--- src/rtl/pport_pkg.sv ---
`default_nettype none
// ============================================================================
// Module      : pport_pkg
// Description : Shared state, owner and counter definitions for the PD port
//               arbiter.
// Revision    : 1.0 - initial release
// ============================================================================
package pport_pkg;

  localparam int PPORT_CNT_W = 3;

  localparam logic OWN_CPU = 1'b0;
  localparam logic OWN_DMA = 1'b1;

  typedef enum logic [2:0] {
    IDLE    = 3'd0,
    SETUP   = 3'd1,
    STROBE  = 3'd2,
    HOLD    = 3'd3,
    RECOVER = 3'd4
  } pport_state_t;

endpackage : pport_pkg
`default_nettype wire

--- src/rtl/pport_arbiter.sv ---
`default_nettype none
// ============================================================================
// Module      : pport_arbiter
// Description : Shares the WD33C93A PD port between CPU PIO and SCSI DMA and
//               sequences select/strobe timing. Build option:
//               PPORT_FAIR_ARB_EN selects round-robin arbitration.
// Revision    : 1.0 - initial release
// ============================================================================
module pport_arbiter
  import pport_pkg::*;
#(
  parameter int SETUP_CLKS   = 1,
  parameter int STROBE_CLKS  = 3,
  parameter int HOLD_CLKS    = 1,
  parameter int RECOVER_CLKS = 2
) (
  input  logic       SCLK,
  input  logic       RST,
  input  logic       cpu_req,
  input  logic       cpu_rw,
  input  logic [7:0] cpu_wdata,
  output logic       cpu_ack,
  input  logic       dma_req,
  input  logic       dma_rw,
  input  logic [7:0] dma_wdata,
  output logic       dma_ack,
  output logic [7:0] rdata,
  output logic [7:0] pd_out,
  output logic       pd_oe,
  input  logic [7:0] pd_in,
  output logic       _CSS,
  output logic       _DACK,
  output logic       _IOR,
  output logic       _IOW,
  output logic       PDATA_OE_,
  output logic       busy
);

  localparam logic [PPORT_CNT_W-1:0] c_setup_ld   = PPORT_CNT_W'(SETUP_CLKS - 1);
  localparam logic [PPORT_CNT_W-1:0] c_strobe_ld  = PPORT_CNT_W'(STROBE_CLKS - 1);
  localparam logic [PPORT_CNT_W-1:0] c_hold_ld    = PPORT_CNT_W'(HOLD_CLKS - 1);
  localparam logic [PPORT_CNT_W-1:0] c_recover_ld = PPORT_CNT_W'(RECOVER_CLKS - 1);

  pport_state_t           r_state, w_state_nxt;
  logic [PPORT_CNT_W-1:0] r_cnt, w_cnt_nxt;
  logic                   r_owner, w_owner_nxt;
  logic                   r_rw, w_rw_nxt;
  logic                   w_grant;
  logic                   w_grant_owner;
  logic                   w_cnt_zero;
  logic                   w_active;
  logic                   w_leave_hold;
  logic                   w_capture;

`ifdef PPORT_FAIR_ARB_EN
  logic r_last_grant;

  // On a tie the side that did not win last time goes first.
  assign w_grant_owner = (cpu_req && dma_req) ?
                         ((r_last_grant == OWN_DMA) ? OWN_CPU : OWN_DMA) :
                         (cpu_req ? OWN_CPU : OWN_DMA);

  always_ff @(posedge SCLK or posedge RST) begin
    if (RST) begin
      r_last_grant <= OWN_DMA;
    end else if (w_grant) begin
      r_last_grant <= w_grant_owner;
    end
  end
`else
  assign w_grant_owner = cpu_req ? OWN_CPU : OWN_DMA;
`endif

  assign w_cnt_zero = (r_cnt == '0);

  always_ff @(posedge SCLK or posedge RST) begin
    if (RST) begin
      r_state <= IDLE;
      r_cnt   <= '0;
      r_owner <= OWN_DMA;
      r_rw    <= 1'b1;
    end else begin
      r_state <= w_state_nxt;
      r_cnt   <= w_cnt_nxt;
      r_owner <= w_owner_nxt;
      r_rw    <= w_rw_nxt;
    end
  end

  always_comb begin
    w_state_nxt = r_state;
    w_cnt_nxt   = r_cnt;
    w_owner_nxt = r_owner;
    w_rw_nxt    = r_rw;
    w_grant     = 1'b0;
    case (r_state)
      IDLE: begin
        if (cpu_req || dma_req) begin
          w_grant     = 1'b1;
          w_owner_nxt = w_grant_owner;
          w_rw_nxt    = (w_grant_owner == OWN_CPU) ? cpu_rw : dma_rw;
          w_state_nxt = SETUP;
          w_cnt_nxt   = c_setup_ld;
        end
      end
      SETUP: begin
        if (w_cnt_zero) begin
          w_state_nxt = STROBE;
          w_cnt_nxt   = c_strobe_ld;
        end else begin
          w_cnt_nxt = r_cnt - 1'b1;
        end
      end
      STROBE: begin
        if (w_cnt_zero) begin
          w_state_nxt = HOLD;
          w_cnt_nxt   = c_hold_ld;
        end else begin
          w_cnt_nxt = r_cnt - 1'b1;
        end
      end
      HOLD: begin
        if (w_cnt_zero) begin
          w_state_nxt = RECOVER;
          w_cnt_nxt   = c_recover_ld;
        end else begin
          w_cnt_nxt = r_cnt - 1'b1;
        end
      end
      RECOVER: begin
        if (w_cnt_zero) begin
          w_state_nxt = IDLE;
          w_cnt_nxt   = '0;
        end else begin
          w_cnt_nxt = r_cnt - 1'b1;
        end
      end
      default: begin
        w_state_nxt = IDLE;
        w_cnt_nxt   = '0;
      end
    endcase
  end

  // Pins are decoded from the next state so every output comes straight off a flop.
  assign w_active     = (w_state_nxt == SETUP) || (w_state_nxt == STROBE) ||
                        (w_state_nxt == HOLD);
  assign w_leave_hold = (r_state == HOLD) && w_cnt_zero;
  assign w_capture    = (r_state == STROBE) && w_cnt_zero && r_rw;

  always_ff @(posedge SCLK or posedge RST) begin
    if (RST) begin
      _CSS      <= 1'b1;
      _DACK     <= 1'b1;
      _IOR      <= 1'b1;
      _IOW      <= 1'b1;
      PDATA_OE_ <= 1'b1;
      pd_oe     <= 1'b0;
      cpu_ack   <= 1'b0;
      dma_ack   <= 1'b0;
      busy      <= 1'b0;
      rdata     <= 8'h00;
      pd_out    <= 8'h00;
    end else begin
      _CSS      <= !(w_active && (w_owner_nxt == OWN_CPU));
      _DACK     <= !(w_active && (w_owner_nxt == OWN_DMA));
      _IOR      <= !((w_state_nxt == STROBE) && w_rw_nxt);
      _IOW      <= !((w_state_nxt == STROBE) && !w_rw_nxt);
      PDATA_OE_ <= !w_active;
      pd_oe     <= w_active && !w_rw_nxt;
      cpu_ack   <= w_leave_hold && (r_owner == OWN_CPU);
      dma_ack   <= w_leave_hold && (r_owner == OWN_DMA);
      busy      <= (w_state_nxt != IDLE);
      if (w_capture) begin
        rdata <= pd_in;
      end
      if (w_grant) begin
        pd_out <= (w_grant_owner == OWN_CPU) ? cpu_wdata : dma_wdata;
      end
    end
  end

endmodule : pport_arbiter
`default_nettype wire

--- config.mk ---
export PLATFORM = sky130hd
export DESIGN_NAME = pport_arbiter
export DESIGN_NICKNAME = d
export VERILOG_FILES = /design/src/rtl/pport_pkg.sv /design/src/rtl/pport_arbiter.sv
export SDC_FILE = /design/constraint.sdc
export NUM_CORES = 1
export LEC_CHECK = 0
export BUFFER_PORTS_ARGS = -buffer_cell sky130_fd_sc_hd__clkbuf_2
export CELL_PAD_IN_SITES_DETAIL_PLACEMENT = 1
export CELL_PAD_IN_SITES_GLOBAL_PLACEMENT = 1
export CORE_MARGIN = 5
export CORE_UTILIZATION = 33
export DETAILED_ROUTE_END_ITERATION = 6
export PLACE_DENSITY = 0.76
export SLEW_MARGIN = 15
export SYNTH_ARGS = -nofsm -noshare
export SYNTH_HDL_FRONTEND = slang
export SYNTH_SLANG_ARGS = --single-unit
--- constraint.sdc ---
create_clock -name SCLK -period 1.96 [get_ports SCLK]
set_input_delay 0.588 -clock SCLK [delete_from_list [all_inputs] [get_ports SCLK]]
set_output_delay 0.588 -clock SCLK [all_outputs]
set_load 0.02 [all_outputs]
=== Word level (Yosys, flattened, before mapping) ===
Cells that the tools add are included.
Widths: inputs -> output; s select.

* Register bits: 33
* Output and inout port bits: 25
* Input port bits: 30
* Logic and storage cells: 69

* Reductions and logical operators: 23
* $add $sub $neg: 1
* Eq/ne operators: 8
* Bitwise operators: 2
* Mux-type cells: 20

{| class="wikitable"
|+ Operator list
! operator !! number
|-
| $mux 3 || 9
|-
| $pmux 3 s5 || 1
|-
| $eq 3x2->1 const B || 4
|-
| $pmux 3 s4 || 1
|-
| $logic_and 1x1->1 || 10
|-
| $mux 1 || 8
|-
| $mux 8 || 1
|-
| $eq 3x1->1 const B || 2
|-
| $logic_not 1->1 || 6
|-
| $logic_not 3->1 || 2
|-
| $eq 3x3->1 const B || 1
|-
| $logic_or 1x1->1 || 3
|-
| $reduce_bool 3->1 || 1
|-
| $sub 3x1->3 const B || 1
|-
| $ne 2x2->1 const B || 1
|-
| $not 1->1 || 2
|-
| $reduce_or 2->1 || 1
|}

=== Logic depth before layout (Yosys ltp) ===
Gate-level depths: netlist (run 1).

* Depth after elaboration: 8
* Depth in mapped cells: 6
* Gate-level depth less buffers: 4

=== Worst setup path after synthesis (run 1) ===
No wires, ideal clock.

* Path type: register -> register
* Start: register r_cnt[0]
* End: register rdata[0]
* Period minus slack after synthesis: 1.839 ns
* Data required time: 1.835 ns
* Arrival time: 1.714 ns
* Path slack: 0.121 ns
* Buffers on the path: 2
* Cell stages (with the launch flop): 7
* Library setup time: 0.125 ns
* Cell sequence: dfrtp_1 buf_6 nor3_4 nand2_2 or4b_4 buf_6 mux2_4

* Word-level cells in the longest chain between the ends: 3

{| class="wikitable"
|+ RTL lines
! item !! line !! text
|-
| from (decl) || pport_arbiter.sv:45 || <nowiki>logic [PPORT_CNT_W-1:0] r_cnt, w_cnt_nxt;</nowiki>
|-
| from (signal assigned) || pport_arbiter.sv:84 || <nowiki>r_cnt <= w_cnt_nxt;</nowiki>
|-
| $logic_not 3->1 || pport_arbiter.sv:74 || <nowiki>assign w_cnt_zero = (r_cnt == '0);</nowiki>
|-
| $logic_and 1x1->1 (2 in series) || pport_arbiter.sv:149 || <nowiki>assign w_capture = (r_state == STROBE) && w_cnt_zero && r_rw;</nowiki>
|-
| to (signal assigned) || pport_arbiter.sv:175 || <nowiki>rdata <= pd_in;</nowiki>
|-
| to (decl) || pport_arbiter.sv:27 || <nowiki>output logic [7:0] rdata,</nowiki>
|}

Every way passes these cells.
A chain may end at the register's enable or synchronous reset.

=== Final worst setup path (run 1) ===
* Start: register r_cnt[1]
* End: register rdata[4]

The elaborated chain is that of the path after synthesis.

==> results of run 1 <==
-- state kept, by name (all words and copies together) (netlist names) --
name	count
_IOW	1
cpu_ack	1
_IOR	1
r_rw	1
r_state	3
rdata	8
pd_out	8
r_owner	1
r_cnt	3
_DACK	1
dma_ack	1
pd_oe	1
busy	1
PDATA_OE_	1
_CSS	1
-- power groups by stage --
stage	Sequential [W]	Clock [W]	Combinational, W
after floorplan	0.00151	0	0.000867
after global placement	0.00128	0	0.00155
after detailed placement	0.00130	0	0.00160
after CTS	0.00129	0.000508	0.00162
after global routing	0.00134	0.000546	0.00175
final	0.00129	0.000496	0.00159
-- worst max-delay path by stage --
stage	cells after the start	slack, ns	to	startpoint
after global routing	4	0.02	rdata[2]	r_cnt[1]
final	4	0.09	rdata[4]	r_cnt[1]
after global placement	4	0.14	rdata[5]	r_cnt[1]
after CTS	4	0.08	rdata[4]	r_cnt[1]
after floorplan	6	0.12	rdata[0]	r_cnt[0]
after detailed placement	4	0.09	rdata[1]	r_cnt[1]
-- layout make-up --
class,count,area (um^2)
inverter,4,15.0
sequential,33,835
multi-input combinational,90,634
clock buffer,5,68.8
fill,519,2490
clock inverter,3,17.5
tap,52,65.1
timing repair buffer,61,323
-- routing by layer --
layer / global-route usage, % / vias to the layer above / share of wire [%] / routed length [um]
met3: 3.55 / 2 / 5.5 / 208
met1: 16.6 / 598 / 44 / 1660
met5: 0 / - / 0 / 0
li1: - / 599 / - / -
met4: 3.67 / 0 / 0.95 / 36
met2: 21.1 / 33 / 49 / 1860
-- cells by family (layout without fill, tap and decap cells) --
kind of cell    Yosys count  count (layout)  share of synthesized area [%]
compound gates           33              33                           13.4
xor+xnor                  2               2                           1.14
buf+inv                  14              73                           4.40
flops                    33              33                           54.3
mux                      18              18                           14.3
simple gates             37              37                           12.5
-- synth_stat cells (all sizes together) --
library cell / n / area [um^2]
nand3: 3 / 15.0
a21oi: 6 / 30.0
o311ai: 1 / 8.76
mux2i: 10 / 100
mux2: 8 / 120
a21boi: 1 / 7.51
dfstp: 7 / 184
xnor2: 1 / 8.76
buf: 2 / 22.5
clkbuf: 8 / 30.0
nand2: 15 / 58.8
dfrtp: 26 / 651
o32ai: 1 / 8.76
or4: 1 / 7.51
inv: 4 / 15.0
nand3b: 3 / 22.5
a211o: 1 / 8.76
o22ai: 1 / 6.26
or4b: 1 / 13.8
a2111oi: 1 / 8.76
nor2: 9 / 33.8
or3: 1 / 6.26
a22o: 2 / 17.5
a221o: 1 / 10.0
and2: 1 / 6.26
xor2: 1 / 8.76
nand2b: 1 / 6.26
a221oi: 1 / 8.76
o211ai: 2 / 15.0
o21ai: 15 / 75.1
nor3: 2 / 21.3
-- stage by stage --
stage	setup slack, ns	power [W]	hold slack [ns]	utilization [%]
finish	0.0906	0.00337	0.360	44.1
detailed placement	0.0913	0.00290	0.474	42.1
global placement	0.144	0.00283	0.463	42.1
floorplan	0.121	0.00237	0.468	-
CTS	0.0793	0.00342	0.381	44.1
global route	0.0176	0.00364	0.403	44.1
-- critical path, delay by kind of cell (launching register included) --
family	cells	cell delay (ns)
flops	1	0.46
mux	1	0.33
simple gates	3	0.96
==> results.cfg, run 1 <==
[min_path]
hold_class = primary input to async pin

[global_routing]
grt_max_degree = 34
grt_pass1_wl_um = 6310
overflow = 0
antenna_found_initial = 0
groute.usage.overall_pct = 12.8
grt_pass1_vias = 1256

[timing]
min_period_over_period_pct = 95.4
finalSetupViolations = 0
maxSlewViolCount = 0
hold_viol_final = 0
max_freq_mhz = 535
grt_setup_unrepaired = no
relSlewSlack_pct = 69.7
fin_setup_tns_ns = 0
worst_pin_slew_ns = 0.455
fin_skew_ns = 0.00489
min_period_ns = 1.87

[place]
io_buffers = 54
dp.cells = 240
dpl.hpwl_um = 2870
gp_congestion = 0.789
dpl_cell_area_um2 = 1870

[die]
io_pins = 55
die_area_um2 = 6120
start_util_pct = 34.6
die_h_um = 78.2
coreArea_um2 = 4440
die_x_um = 78.2
rows = 24

[worst_setup_path]
worstSetupEndpointType = flop
crit_type = flop to flop
r2r_slack_ns = 0.09
cp.arrival_ns = 2.03
cp_cell_sequence = nor3_4 > nand2_2 > or4b_4 > mux2_4
path_max_fanout = 8
cp_slowest_stage_delay_ns = 0.63
start_kind = flop
critical-path-slowest-cell = or4b_4
r2r-end = rdata[4]
rr_worst_depth = 4
crit_required_ns = 2.12
reg2reg_from = r_cnt[1]

[logic_synthesis]
synth_fp_nets = 167
synth.avg_cell_area_um2 = 11.2
syn_inst = 137
synth_seq_cells = 33
yosysWarnings = 0
ys_seq_area_share_pct = 54.3
syn-cell-area_um2 = 1540
synthDistinctLibCells = 33

[clock_network]
cts_root_buf = clkbuf_8
htree_levels = 2
cts_tree = yes
postCtsHoldBufs = 0
clock_latency_ns = 0.28
cts_buffer_depth = 2
cts_sinks = 33
cts_resized = 0
cts_buffers = 5
post_cts_buffers = 0
path_clk_slew_ns = 0.07

[outcome]
status = completed

[routing]
drtAntennaViolNets = 0
drc_errors = 0
routed_wl_um = 3770
wl_per_cell_um = 15.2
drtIter0Drc = 52
drt_first_pass_iters = 4
vias_per_cell = 4.97
num_vias = 1232

[finish]
final_cell_mix = clkbuf_2, dfrtp_1, nand2_1, o21ai_0, mux2i_1
final_common_cell = clkbuf_2
drive_gt1_share_pct = 44.4
num_antenna_cells = 0
area_delta_synth_final_pct = 27.4
fin_area_um2 = 1960
finalNetCount = 225
fin_cells = 248

[pwr]
p_sw_w = 0.00142
switching_share_pct = 42.0
leakage_nw = 0.993
clock_power_share_pct = 14.7
p_per_area_nw_per_um2 = 1720
vdd_drop_max_v = 0.000511
seq_power_share_pct = 38.1
p_int_w = 0.00196
combPwrFrac_pct = 47.2

[run]
maxCapViolCount = 0
Power figures use the tool's default switching activity.
==> run 2: changes to the inputs <==
CORE_UTILIZATION = 30   (was 33)
CTS_BUF_LIST = sky130_fd_sc_hd__clkbuf_4   (was not set)
PLACE_DENSITY = 0.7   (was 0.76)
SKIP_CTS_REPAIR_TIMING = 1   (was not set)
==> results.cfg, run 2 (synthesized netlist as in run 1, its figures left out) <==
[outcome]
status = completed

[timing]
fin_setup_tns_ns = 0
grt_setup_unrepaired = no
maxSlewViolCount = 0
worst_pin_slew_ns = 0.408
max_freq_mhz = 535
fin_skew_ns = 0.00605
hold_viol_final = 0
min_period_ns = 1.87
min_period_over_period_pct = 95.4
finalSetupViolations = 0
relSlewSlack_pct = 72.1

[clock_network]
cts_buffers = 5
cts_root_buf = clkbuf_4
cts_tree = yes
cts_sinks = 33
path_clk_slew_ns = 0.11
cts_buffer_depth = 2
clock_latency_ns = 0.34
htree_levels = 2

[die]
die_h_um = 81.6
die_area_um2 = 6650
die_x_um = 81.6
io_pins = 55
rows = 26
start_util_pct = 30.5
coreArea_um2 = 5040

[pwr]
vdd_drop_max_v = 0.000389
p_per_area_nw_per_um2 = 1670
leakage_nw = 0.985
power_w = 0.00326

[worst_setup_path]
cp_cell_sequence = nor3_4 > nand2_2 > or4b_4 > mux2_4
path_buf_inv = 0
cp_slowest_stage_delay_ns = 0.63
r2r-end = rdata[3]
rr_worst_depth = 4
cp.arrival_ns = 2.10
path_delay_family = simple AND/OR/NAND/NOR gates
reg2reg_from = r_cnt[1]
worstSetupEndpointType = flop
start_kind = flop
crit_type = flop to flop
path_max_fanout = 8
crit_required_ns = 2.19
r2r_slack_ns = 0.09
critical-path-slowest-cell = or4b_4

[routing]
drc_errors = 0
vias_per_cell = 4.63
wl_per_cell_um = 14.3
num_vias = 1235
routed_wl_um = 3810
drt_first_pass_iters = 4
drtIter0Drc = 51
drtAntennaViolNets = 0

[finish]
final_cell_mix = clkbuf_2, dfrtp_1, nand2_1, o21ai_0, mux2i_1
area_delta_synth_final_pct = 27.4
final_common_cell = clkbuf_2
reg_top3 = pd_out x8, rdata x8
num_antenna_cells = 0
drive_gt1_share_pct = 44.7
finalNetCount = 226

[place]
gp_congestion = 0.724
io_buffers = 54
dpl.hpwl_um = 2940

[global_routing]
overflow = 0
groute.usage.overall_pct = 12.3
grt_pass1_wl_um = 6340
antenna_found_initial = 0
grt_pass1_vias = 1343
grt_max_degree = 34

[min_path]
hold_class = primary input to async pin

[run]
maxCapViolCount = 0
run 2: changes by cell type in the layout (fill, tap and decap cells not counted), sizes merged:
cell,delta
buf,+1
run 2: report_power, final:
part	switching [W]	internal (W)
registers	0.000211	0.00103
logic	0.000948	0.000690
clock network	0.000243	0.000135
run 2: cell type report:
cell class	instances	area, um^2
inverters	4	15.0
flip-flops and latches	33	835
multi-input cells	90	634
repair buffers	62	330
well taps	70	87.6
clock buffers	5	37.5
fillers	600	3090
clock inverters	3	17.5
run 2: layer usage:
| metal | up-vias | GRT usage (%) | routed length (um) |
|---|---|---|---|
| li1 | 605 | - | - |
| met1 | 591 | 13.9 | 1550 |
| met2 | 33 | 21.7 | 1990 |
| met3 | 6 | 3.07 | 210 |
| met4 | 0 | 5.57 | 49 |
| met5 | - | 0 | 0 |
run 2: per-stage QoR:
stage | hold WS [ns] | utilization [%] | cell area, um^2 | instances | worst slack (ns)
final | 0.296 | 38.8 | 1960 | 267 | 0.0899
after global routing | 0.330 | 38.8 | 1960 | 267 | 0.00402
after CTS | 0.306 | 38.8 | 1960 | 267 | 0.0772
after detailed placement | 0.475 | 37.7 | 1900 | 259 | 0.0903
after global placement | 0.463 | 37.7 | 1900 | 259 | 0.138
after floorplan | 0.468 | - | 1540 | 137 | 0.121
run 2: worst max path at each step:
stage,to,depth (start not counted),startpoint
floorplan,rdata[0],6,r_cnt[0]
global placement,rdata[5],4,r_cnt[1]
detailed placement,rdata[3],4,r_cnt[1]
CTS,rdata[3],4,r_cnt[1]
global route,rdata[3],4,r_cnt[1]
finish,rdata[3],4,r_cnt[1]
run 2: tightest hold or removal path: stages:
cell and delay, ns:
clkbuf_2 0.08, inv_1 0.04, buf_4 0.36
==> run 3: changes to the inputs <==
--- a/constraint.sdc
+++ b/constraint.sdc
@@ -3,2 +3,2 @@
 set_output_delay 0.588 -clock SCLK [all_outputs]
-set_load 0.02 [all_outputs]
+set_load 0.1 [all_outputs]
==> results.cfg, run 3 (synthesized netlist as in run 1, its figures left out) <==
[outcome]
status = completed

[worst_setup_path]
cp.arrival_ns = 1.31
crit_required_ns = 1.37
path_max_fanout = 1
cp_slowest_stage_delay_ns = 0.53
crit_type = flop to primary output
path_delay_family = flip-flops
critical-path-slowest-cell = dfstp_2
critical_path_depth = 1
start_kind = flop
path_buf_inv = 1
cp_cell_sequence = clkbuf_2
worstSetupEndpointType = primary output
rr_worst_depth = 4

[routing]
num_vias = 1218
vias_per_cell = 4.54
met3_length_um = 197
drt_first_pass_iters = 3
drtIter0Drc = 35
route.met2.wl_um = 1910
drtAntennaViolNets = 0
wl_per_cell_um = 14.1
drc_errors = 0
top_layer_used = met4
wl_met1_um = 1620
routed_wl_um = 3780

[global_routing]
grt_pass1_vias = 1281
antenna_found_initial = 0
grt_pass1_wl_um = 6160
groute.usage.overall_pct = 12.1
grt_max_degree = 34
overflow = 0

[clock_network]
cts_buffers = 5
cts_root_buf = clkbuf_4
path_clk_slew_ns = 0.11
clock_latency_ns = 0.33
cts_tree = yes
htree_levels = 2
cts_sinks = 33
cts_buffer_depth = 2

[die]
coreArea_um2 = 5040
start_util_pct = 30.5
rows = 26
die_x_um = 81.6
die_area_um2 = 6650
die_h_um = 81.6
io_pins = 55

[place]
dpl.hpwl_um = 2920
gp_congestion = 0.730
io_buffers = 54

[finish]
finalNetCount = 227
final_common_cell = clkbuf_2
final_cell_mix = clkbuf_2, dfrtp_1, nand2_1, o21ai_0, buf_4
reg_top3 = pd_out x8, rdata x8
drive_gt1_share_pct = 44.9
area_delta_synth_final_pct = 31.4
num_antenna_cells = 0

[timing]
relSlewSlack_pct = 62.8
finalSetupViolations = 0
hold_viol_final = 0
maxSlewViolCount = 0
fin_skew_ns = 0.0115
fin_setup_tns_ns = 0
grt_setup_unrepaired = no
max_freq_mhz = 528
min_period_over_period_pct = 96.7
worst_pin_slew_ns = 0.561
min_period_ns = 1.90

[min_path]
hold_class = primary input to async pin

[run]
maxCapViolCount = 0
[run 3: cell count changes in the layout (fill, tap and decap cells not counted), sizes merged]
cell and change:
clkbuf -3, bufinv +2, clkinv -1, buf +4, clkinvlp -1
[run 3: worst paths after layout]
| kind | start | to | slack [ns] |
|---|---|---|---|
| max in group asynchronous | RST | r_rw | 1.32 |
| hold / removal | RST | rdata[6] | 0.30 |
| hold reg to reg | pd_out[6] | pd_out[6] | 0.49 |
| setup reg to reg | r_cnt[1] | rdata[0] | 0.09 |
| min in group SCLK | pd_in[6] | rdata[6] | 0.48 |
| setup / recovery | _IOW | _IOW | 0.06 |
[run 3: cell type report]
class	instances	area (um^2)
Fill cell	581	3020
Sequential cell	33	835
Multi-Input combinational cell	90	634
Timing Repair Buffer	63	345
Tap cell	70	87.6
Clock inverter	3	65.1
Clock buffer	5	37.5
Inverter	4	15.0
[run 3: metrics by stage]
stage | setup slack, ns | hold slack [ns] | area (um^2) | std cells | util (%)
2_1_floorplan | 0.121 | 0.468 | 1540 | 137 | -
3_3_place_gp | 0.143 | 0.463 | 1920 | 260 | 38.0
3_5_place_dp | 0.0947 | 0.473 | 1920 | 260 | 38.0
4_1_cts | 0.0490 | 0.312 | 2020 | 268 | 40.0
5_1_grt | 0.0199 | 0.347 | 2020 | 268 | 40.0
6_report | 0.0643 | 0.301 | 2020 | 268 | 40.0
[run 3: metal layers]
metal | up-vias | global-route usage (%)
li1 | 606 | -
met1 | 574 | 14.3
met2 | 32 | 20.9
met3 | 6 | 3.29
met4 | 0 | 4.56
met5 | - | 0
[run 3: worst reg2reg max path, stage by stage (launching register included)]
cell and delay, ns:
dfrtp_1 0.47, nor3_4 0.25, nand2_2 0.09, or4b_4 0.62
mux2_4 0.33
Power of run 3 is not shown: default switching activity piles up to over one toggle a cycle in this logic, so the estimate is an artifact.
